## config.mk

```make
export PLATFORM = sky130hd
export DESIGN_NAME = mem_access_ctrl
export DESIGN_NICKNAME = d
export VERILOG_FILES = /design/src/rtl/mem_ctrl_pkg.sv /design/src/rtl/mem_lane_align.sv /design/src/rtl/mem_access_ctrl.sv
export SDC_FILE = /design/constraint.sdc
export NUM_CORES = 1
export LEC_CHECK = 0
export BUFFER_PORTS_ARGS = -buffer_cell sky130_fd_sc_hd__buf_4
export CELL_PAD_IN_SITES_DETAIL_PLACEMENT = 2
export CELL_PAD_IN_SITES_GLOBAL_PLACEMENT = 2
export CORE_MARGIN = 3
export CORE_UTILIZATION = 32
export DETAILED_ROUTE_END_ITERATION = 12
export GPL_TIMING_DRIVEN = 0
export PLACE_DENSITY_LB_ADDON = 0.2
export SKIP_CTS_REPAIR_TIMING = 1
export SLEW_MARGIN = 0
export SYNTH_ARGS = -nofsm -noshare
export SYNTH_HDL_FRONTEND = slang
export SYNTH_HIERARCHICAL = 1
export SYNTH_SLANG_ARGS = --single-unit
```

## constraint.sdc

```tcl
create_clock -name clock_i -period 3 [get_ports clock_i]
set_clock_uncertainty 0.1 [all_clocks]
set_input_delay 0.3 -clock clock_i [delete_from_list [all_inputs] [get_ports clock_i]]
set_output_delay 0.3 -clock clock_i [all_outputs]
set_load 0.01 [all_outputs]
```

## src/rtl/mem_ctrl_pkg.sv

```systemverilog
// mem_ctrl_pkg: shared size encodings, FSM states and lane constants for the MEM-stage access controller
package mem_ctrl_pkg;
    localparam logic [1:0] SIZE_BYTE = 2'b00;
    localparam logic [1:0] SIZE_HALF = 2'b01;
    localparam logic [1:0] SIZE_WORD = 2'b11;
    localparam int LANE_W = 8;
    localparam int HALF_W = 16;
    localparam logic [LANE_W-1:0] BYTE_MASK = '1;
    localparam logic [HALF_W-1:0] HALF_MASK = '1;
    typedef enum logic [5:0] {
        S_IDLE   = 6'b000001,
        S_RD     = 6'b000010,
        S_WR     = 6'b000100,
        S_RMW_RD = 6'b001000,
        S_RMW_WR = 6'b010000,
        S_DONE   = 6'b100000
    } state_t;
    function automatic logic is_misaligned(input logic [1:0] size, input logic [1:0] lo);
        return (size == 2'b10) || (size == SIZE_HALF && lo[0]) || (size == SIZE_WORD && lo != 2'b00);
    endfunction
endpackage

```

## src/rtl/mem_lane_align.sv

```systemverilog
// mem_lane_align: little-endian lane steering for sub-word load extension and store merge
module mem_lane_align
    import mem_ctrl_pkg::*;
#(
    parameter int NB_DATA = 32
) (
    input  logic [NB_DATA-1:0] rd_word,
    input  logic [NB_DATA-1:0] wdata,
    input  logic [1:0]         offset,
    input  logic [1:0]         size,
    input  logic               is_unsigned,
    output logic [NB_DATA-1:0] merged,
    output logic [NB_DATA-1:0] load_ext
);
    logic [4:0]         sh;
    logic [NB_DATA-1:0] mask;
    logic [NB_DATA-1:0] ins;
    logic [NB_DATA-1:0] lane;
    always_comb begin
        sh = (size == SIZE_HALF) ? {offset[1], 4'b0000} : {offset, 3'b000};
        mask = (size == SIZE_BYTE) ? NB_DATA'(BYTE_MASK) << sh :
               (size == SIZE_HALF) ? NB_DATA'(HALF_MASK) << sh : '1;
        ins = wdata << sh;
        merged = (rd_word & ~mask) | (ins & mask);
        // word loads are always offset 0, so the shifted lane is the whole word
        lane = rd_word >> sh;
        load_ext = (size == SIZE_BYTE) ? {{(NB_DATA-LANE_W){~is_unsigned & lane[LANE_W-1]}}, lane[LANE_W-1:0]} :
                   (size == SIZE_HALF) ? {{(NB_DATA-HALF_W){~is_unsigned & lane[HALF_W-1]}}, lane[HALF_W-1:0]} :
                   lane;
    end
endmodule

```

## src/rtl/mem_access_ctrl.sv

```systemverilog
// mem_access_ctrl: MEM-stage load/store initiator for a negedge-sampling word memory,
// with sign/zero-extended sub-word loads and read-modify-write sub-word stores.
module mem_access_ctrl
    import mem_ctrl_pkg::*;
#(
    parameter int NB_DATA  = 32,
    parameter int NB_WADDR = 7,
    parameter int NB_BADDR = 32
) (
    input  logic                clock_i,
    input  logic                rst_n_i,
    input  logic                req_valid_i,
    input  logic                req_write_i,
    input  logic [1:0]          req_size_i,
    input  logic                req_unsigned_i,
    input  logic [NB_BADDR-1:0] req_addr_i,
    input  logic [NB_DATA-1:0]  req_wdata_i,
    input  logic [NB_DATA-1:0]  mem_data_i,
    output logic                enable_mem_o,
    output logic                mem_read_o,
    output logic                mem_write_o,
    output logic [NB_WADDR-1:0] mem_addr_o,
    output logic [NB_DATA-1:0]  mem_data_write_o,
    output logic [NB_DATA-1:0]  load_data_o,
    output logic                busy_o,
    output logic                done_o,
    output logic                misaligned_o
);
    state_t             state, state_next;
    logic               accept, bad;
    logic               req_unsigned_q, misaligned_q;
    logic [1:0]         req_size_q, req_off_q;
    logic [NB_DATA-1:0] req_wdata_q, merged, load_ext;
    logic               unused_addr;
    assign unused_addr = ^req_addr_i[NB_BADDR-1:NB_WADDR+2];
    assign accept = req_valid_i && (state == S_IDLE || state == S_DONE);
    assign bad = is_misaligned(req_size_i, req_addr_i[1:0]);
    mem_lane_align #(.NB_DATA(NB_DATA)) u_align (
        .rd_word     (mem_data_i),
        .wdata       (req_wdata_q),
        .offset      (req_off_q),
        .size        (req_size_q),
        .is_unsigned (req_unsigned_q),
        .merged      (merged),
        .load_ext    (load_ext)
    );
    always_ff @(posedge clock_i or negedge rst_n_i) begin
        if (!rst_n_i) state <= S_IDLE;
        else state <= state_next;
    end
    always_comb begin
        state_next = state;
        unique case (state)
            S_IDLE, S_DONE: state_next = !req_valid_i ? S_IDLE :
                                         bad ? S_DONE :
                                         !req_write_i ? S_RD :
                                         (req_size_i == SIZE_WORD) ? S_WR : S_RMW_RD;
            S_RD, S_WR, S_RMW_WR: state_next = S_DONE;
            S_RMW_RD: state_next = S_RMW_WR;
            default: state_next = S_IDLE;
        endcase
    end
    // strobes decode straight from one-hot state flops, so they are stable across the memory's negedge
    always_comb begin
        enable_mem_o = state inside {S_RD, S_WR, S_RMW_RD, S_RMW_WR};
        mem_read_o = state inside {S_RD, S_RMW_RD};
        mem_write_o = state inside {S_WR, S_RMW_WR};
        busy_o = enable_mem_o;
        done_o = state == S_DONE;
        misaligned_o = done_o && misaligned_q;
    end
    always_ff @(posedge clock_i or negedge rst_n_i) begin
        if (!rst_n_i) begin
            req_unsigned_q <= 1'b0;
            misaligned_q <= 1'b0;
            req_size_q <= '0;
            req_off_q <= '0;
            req_wdata_q <= '0;
            mem_addr_o <= '0;
            mem_data_write_o <= '0;
            load_data_o <= '0;
        end else begin
            if (accept) begin
                req_unsigned_q <= req_unsigned_i;
                misaligned_q <= bad;
                req_size_q <= req_size_i;
                req_off_q <= req_addr_i[1:0];
                req_wdata_q <= req_wdata_i;
                mem_addr_o <= req_addr_i[NB_WADDR+1:2];
                if (!bad && req_write_i && req_size_i == SIZE_WORD) mem_data_write_o <= req_wdata_i;
            end
            if (state == S_RD) load_data_o <= load_ext;
            if (state == S_RMW_RD) mem_data_write_o <= merged;
        end
    end
endmodule

```

==> flow_metrics.env <==
export IMPL_status="finished, violations left"
export IMPL_violations="hold timing"
export IMPL_dp_slack_ns=0.196
export IMPL_cap_violations=0
export IMPL_vias=6224
export IMPL_vdd_ir_drop_worst_mv=0.460
export IMPL_layout_nets=980
export IMPL_final_layout_size_suffix_gt1_share_pct=36.9
export IMPL_crit_required_ns=2.60
export IMPL_post_synth_cell_area_avg_um2=9.56
export IMPL_layout_commonest_cell="sky130_fd_sc_hd__nand2_1"
export IMPL_netlist_area_um2=6610
export IMPL_fp_coreArea_um2=19800
export IMPL_hold_viol_final=6
export IMPL_criticalPathCategory="register to primary output"
export IMPL_routed_wire_length_per_instance_um=23.9
export IMPL_place_congestion=0.883
export IMPL_antenna_found_initial=1
export IMPL_synthDominantCellAreaShare_pct=43.2
export IMPL_io_pins=180
export IMPL_die_x_um=150
export IMPL_critical_path_startpoint_type="register"
export IMPL_drc=0
export IMPL_cts_htree_levels=4
export IMPL_synth_adder_area_share_pct=0
export IMPL_holdCritPathClass="input pin to register"
export IMPL_worst_setup_path_startpoint="state[1]$_DFF_PN0_"
export IMPL_clk_path_buf_depth=2
export IMPL_portBuffers=156
export IMPL_globalRouteOverflowTotal=0
export IMPL_rsz0062_at_grt="no"
export IMPL_cts_inserted_buffers=17
export IMPL_layout_cells_most_common_list="187 x sky130_fd_sc_hd__nand2_1, 160 x sky130_fd_sc_hd__buf_4, 114 x sky130_fd_sc_hd__dfrtp_1, 60 x sky130_fd_sc_hd__nand3_2, 47 x sky130_fd_sc_hd__nand3_1"
export IMPL_synth_warning_count=6
export IMPL_critPathCaptureType="primary output"
export IMPL_final_min_clock_period_ns=2.81
export IMPL_synth_distinct_cells=46
export IMPL_dp_hpwl_um=21300
export IMPL_clock_tree_root_cell="sky130_fd_sc_hd__clkbuf_16"
export IMPL_timing_slew_headroom_pct=31.7
export IMPL_rows=51
export IMPL_path_max_fanout=10
export IMPL_die_area_um2=22400
export IMPL_first_iter_violations=351
export IMPL_area_growth_synth_to_final_pct=33.7
export IMPL_fin_worst_hold_slack_ns=-0.0176
export IMPL_grt_max_degree=72
export IMPL_synth_simple_area_share_pct=28.6
export IMPL_synth_compound_area_share_pct=10.5
export IMPL_first_pass_grt_wire_length_um=41700
export IMPL_max_freq_ghz=0.356
export IMPL_yosysSeqAreaShare_pct=43.6
export IMPL_worst_slew_pin_slew_ns=1.02
export IMPL_grt_pass1_vias=6926
export IMPL_synth_area_mux_share_pct=12.0
export IMPL_yosys_top_cells_area="sky130_fd_sc_hd__dfrtp_1 43%, sky130_fd_sc_hd__nand2_1 11%, sky130_fd_sc_hd__nand3_2 9.1%, sky130_fd_sc_hd__mux2_2 6.8%, sky130_fd_sc_hd__nand3_1 3.6%"
export IMPL_crit_arrival_ns=2.41
export IMPL_synth_edf_count=0
export IMPL_clkSinkCount=115
export IMPL_synth_area_leader_cell="sky130_fd_sc_hd__dfrtp_1"
export IMPL_combinational_family_with_the_most_area_after_synthesis="simple AND/OR/NAND/NOR gates"
export IMPL_antenna_cells=0
export IMPL_synth_async_reset_ratio_pct=100
export IMPL_clock_insertion_delay_worst_skew_ns=0.42
export IMPL_firstDrtPassIters=5
export IMPL_cts_tree="built"
export IMPL_rr_startpoint="req_off_q[1]$_DFFE_PN0P_"
export IMPL_syn_num_nets=794
export IMPL_antenna_violating_nets_post_route=0
export IMPL_finalWorstSetupSlack_ns=0.192
export IMPL_setup_viol=0
export IMPL_powerDensity_nw_per_um2=1100
export IMPL_yosys_area_share_xor_xnor_pct=0.530
export IMPL_maxSlewViolCount=0
export IMPL_grt_util_all_layers_pct=24.7
export IMPL_overall_power_mw=9.72
export IMPL_layout_worst_path_cycle_share_pct=93.6
export IMPL_synthesis_instances=691
export IMPL_die_y_um=150
export IMPL_postRouteWirelength_um=27600
export IMPL_yosys_register_bits=115
export IMPL_initial_utilization_pct=33.3
export IMPL_clk_pin_slew_ns=0.06
export IMPL_route_detailed_vias_per_inst=5.39
export IMPL_min_delay_start="req_addr_i[5]"
export IMPL_dominantRegCellSynth="sky130_fd_sc_hd__dfrtp_1"
export IMPL_leak_pwr_nw=4.42
-- cells in the mapped netlist (2+ instances only) --
master / instances
sky130_fd_sc_hd__a211oi_1: 22
sky130_fd_sc_hd__a21oi_1: 25
sky130_fd_sc_hd__a22o_1: 9
sky130_fd_sc_hd__and2_1: 2
sky130_fd_sc_hd__and3_1: 25
sky130_fd_sc_hd__buf_1: 3
sky130_fd_sc_hd__buf_2: 14
sky130_fd_sc_hd__buf_4: 5
sky130_fd_sc_hd__buf_6: 7
sky130_fd_sc_hd__clkbuf_1: 28
sky130_fd_sc_hd__dfrtp_1: 114
sky130_fd_sc_hd__inv_1: 2
sky130_fd_sc_hd__mux2_2: 40
sky130_fd_sc_hd__mux2i_1: 16
sky130_fd_sc_hd__mux4_2: 8
sky130_fd_sc_hd__nand2_1: 187
sky130_fd_sc_hd__nand2b_1: 4
sky130_fd_sc_hd__nand3_1: 47
sky130_fd_sc_hd__nand3_2: 60
sky130_fd_sc_hd__nand3b_1: 2
sky130_fd_sc_hd__nand4_1: 2
sky130_fd_sc_hd__nor2_1: 9
sky130_fd_sc_hd__nor3_1: 3
sky130_fd_sc_hd__o211ai_1: 9
sky130_fd_sc_hd__o21ai_0: 3
sky130_fd_sc_hd__o2bb2ai_1: 8
sky130_fd_sc_hd__o31ai_1: 16
sky130_fd_sc_hd__xor2_1: 3
-- cell families after synthesis --
| logic type | after synthesis |
|---|---|
| and+or+nand+nor | 350 |
| muxes | 64 |
| buffers and inverters | 60 |
| DFF | 115 |
| xor gates and xnor gates | 4 |
| AOI/OAI and AO/OA | 98 |
-- worst max-delay path, stage by stage (launching register included) --
cell,delay [ns]
sky130_fd_sc_hd__dfrtp_1,0.37
sky130_fd_sc_hd__buf_6,0.13
sky130_fd_sc_hd__nor4b_1,0.31
sky130_fd_sc_hd__nand2_1,0.20
sky130_fd_sc_hd__clkbuf_2,0.28
sky130_fd_sc_hd__clkbuf_2,0.31
sky130_fd_sc_hd__nand2_1,0.18
sky130_fd_sc_hd__buf_4,0.12
sky130_fd_sc_hd__buf_4,0.10
-- final cells by class --
cell class | count | area, µm²
multi-input combinational | 516 | 3410
sequential | 115 | 2880
inverter | 3 | 11.3
clock buffer | 22 | 454
buffer | 57 | 305
timing repair buffer | 167 | 1300
fill | 2159 | 11000
clock inverter | 10 | 134
tap | 265 | 332
-- sequential cells by signal, summed over array words and instances, names as in the netlist --
name / cells
load_data_o: 32
mem_addr_o: 7
mem_data_write_o: 32
misaligned_q: 1
req_off_q: 2
req_size_q: 2
req_unsigned_q: 1
req_wdata_q: 32
state: 6
-- worst paths after layout --
path	depth (start not counted)	to	slack (ns)
max in group asynchronous	3	req_wdata_q[23]$_DFFE_PN0P_	1.76
min in group asynchronous	2	load_data_o[6]$_DFFE_PN0P_	0.28
worst max register to register	8	mem_data_write_o[22]$_DFFE_PN0P_	0.37
worst min register to register	2	req_wdata_q[27]$_DFFE_PN0P_	0.38
worst max-delay path	8	enable_mem_o	0.19
worst min-delay path	3	mem_addr_o[3]$_DFFE_PN0P_	-0.02
-- power breakdown --
part | switching, mW | internal (mW)
clock network | 0.753 | 1.32
registers | 0.688 | 2.25
logic | 2.66 | 2.05
total | 4.10 | 5.62
-- per-layer routing --
metal	GRT usage, %	routed length, µm
met5	0	13
met1	32.3	12100
met2	42.3	13800
met4	7.09	506
met3	3.97	1180
-- stage by stage --
| stage | hold slack, ns | util, % | std cells | cell area, µm² | TNS [ns] |
|---|---|---|---|---|---|
| 2_1_floorplan | -0.0956 | - | 691 | 6610 | 0 |
| 3_3_place_gp | 0.363 | 40.9 | 1112 | 8110 | 0 |
| 3_5_place_dp | 0.157 | 41.0 | 1113 | 8140 | 0 |
| 4_1_cts | -0.285 | 44.0 | 1145 | 8730 | -0.503 |
| 5_1_grt | 0.000755 | 44.5 | 1155 | 8830 | 0 |
| 6_report | -0.0176 | 44.5 | 1155 | 8830 | 0 |
No activity file was read; power rests on OpenSTA's default activity.
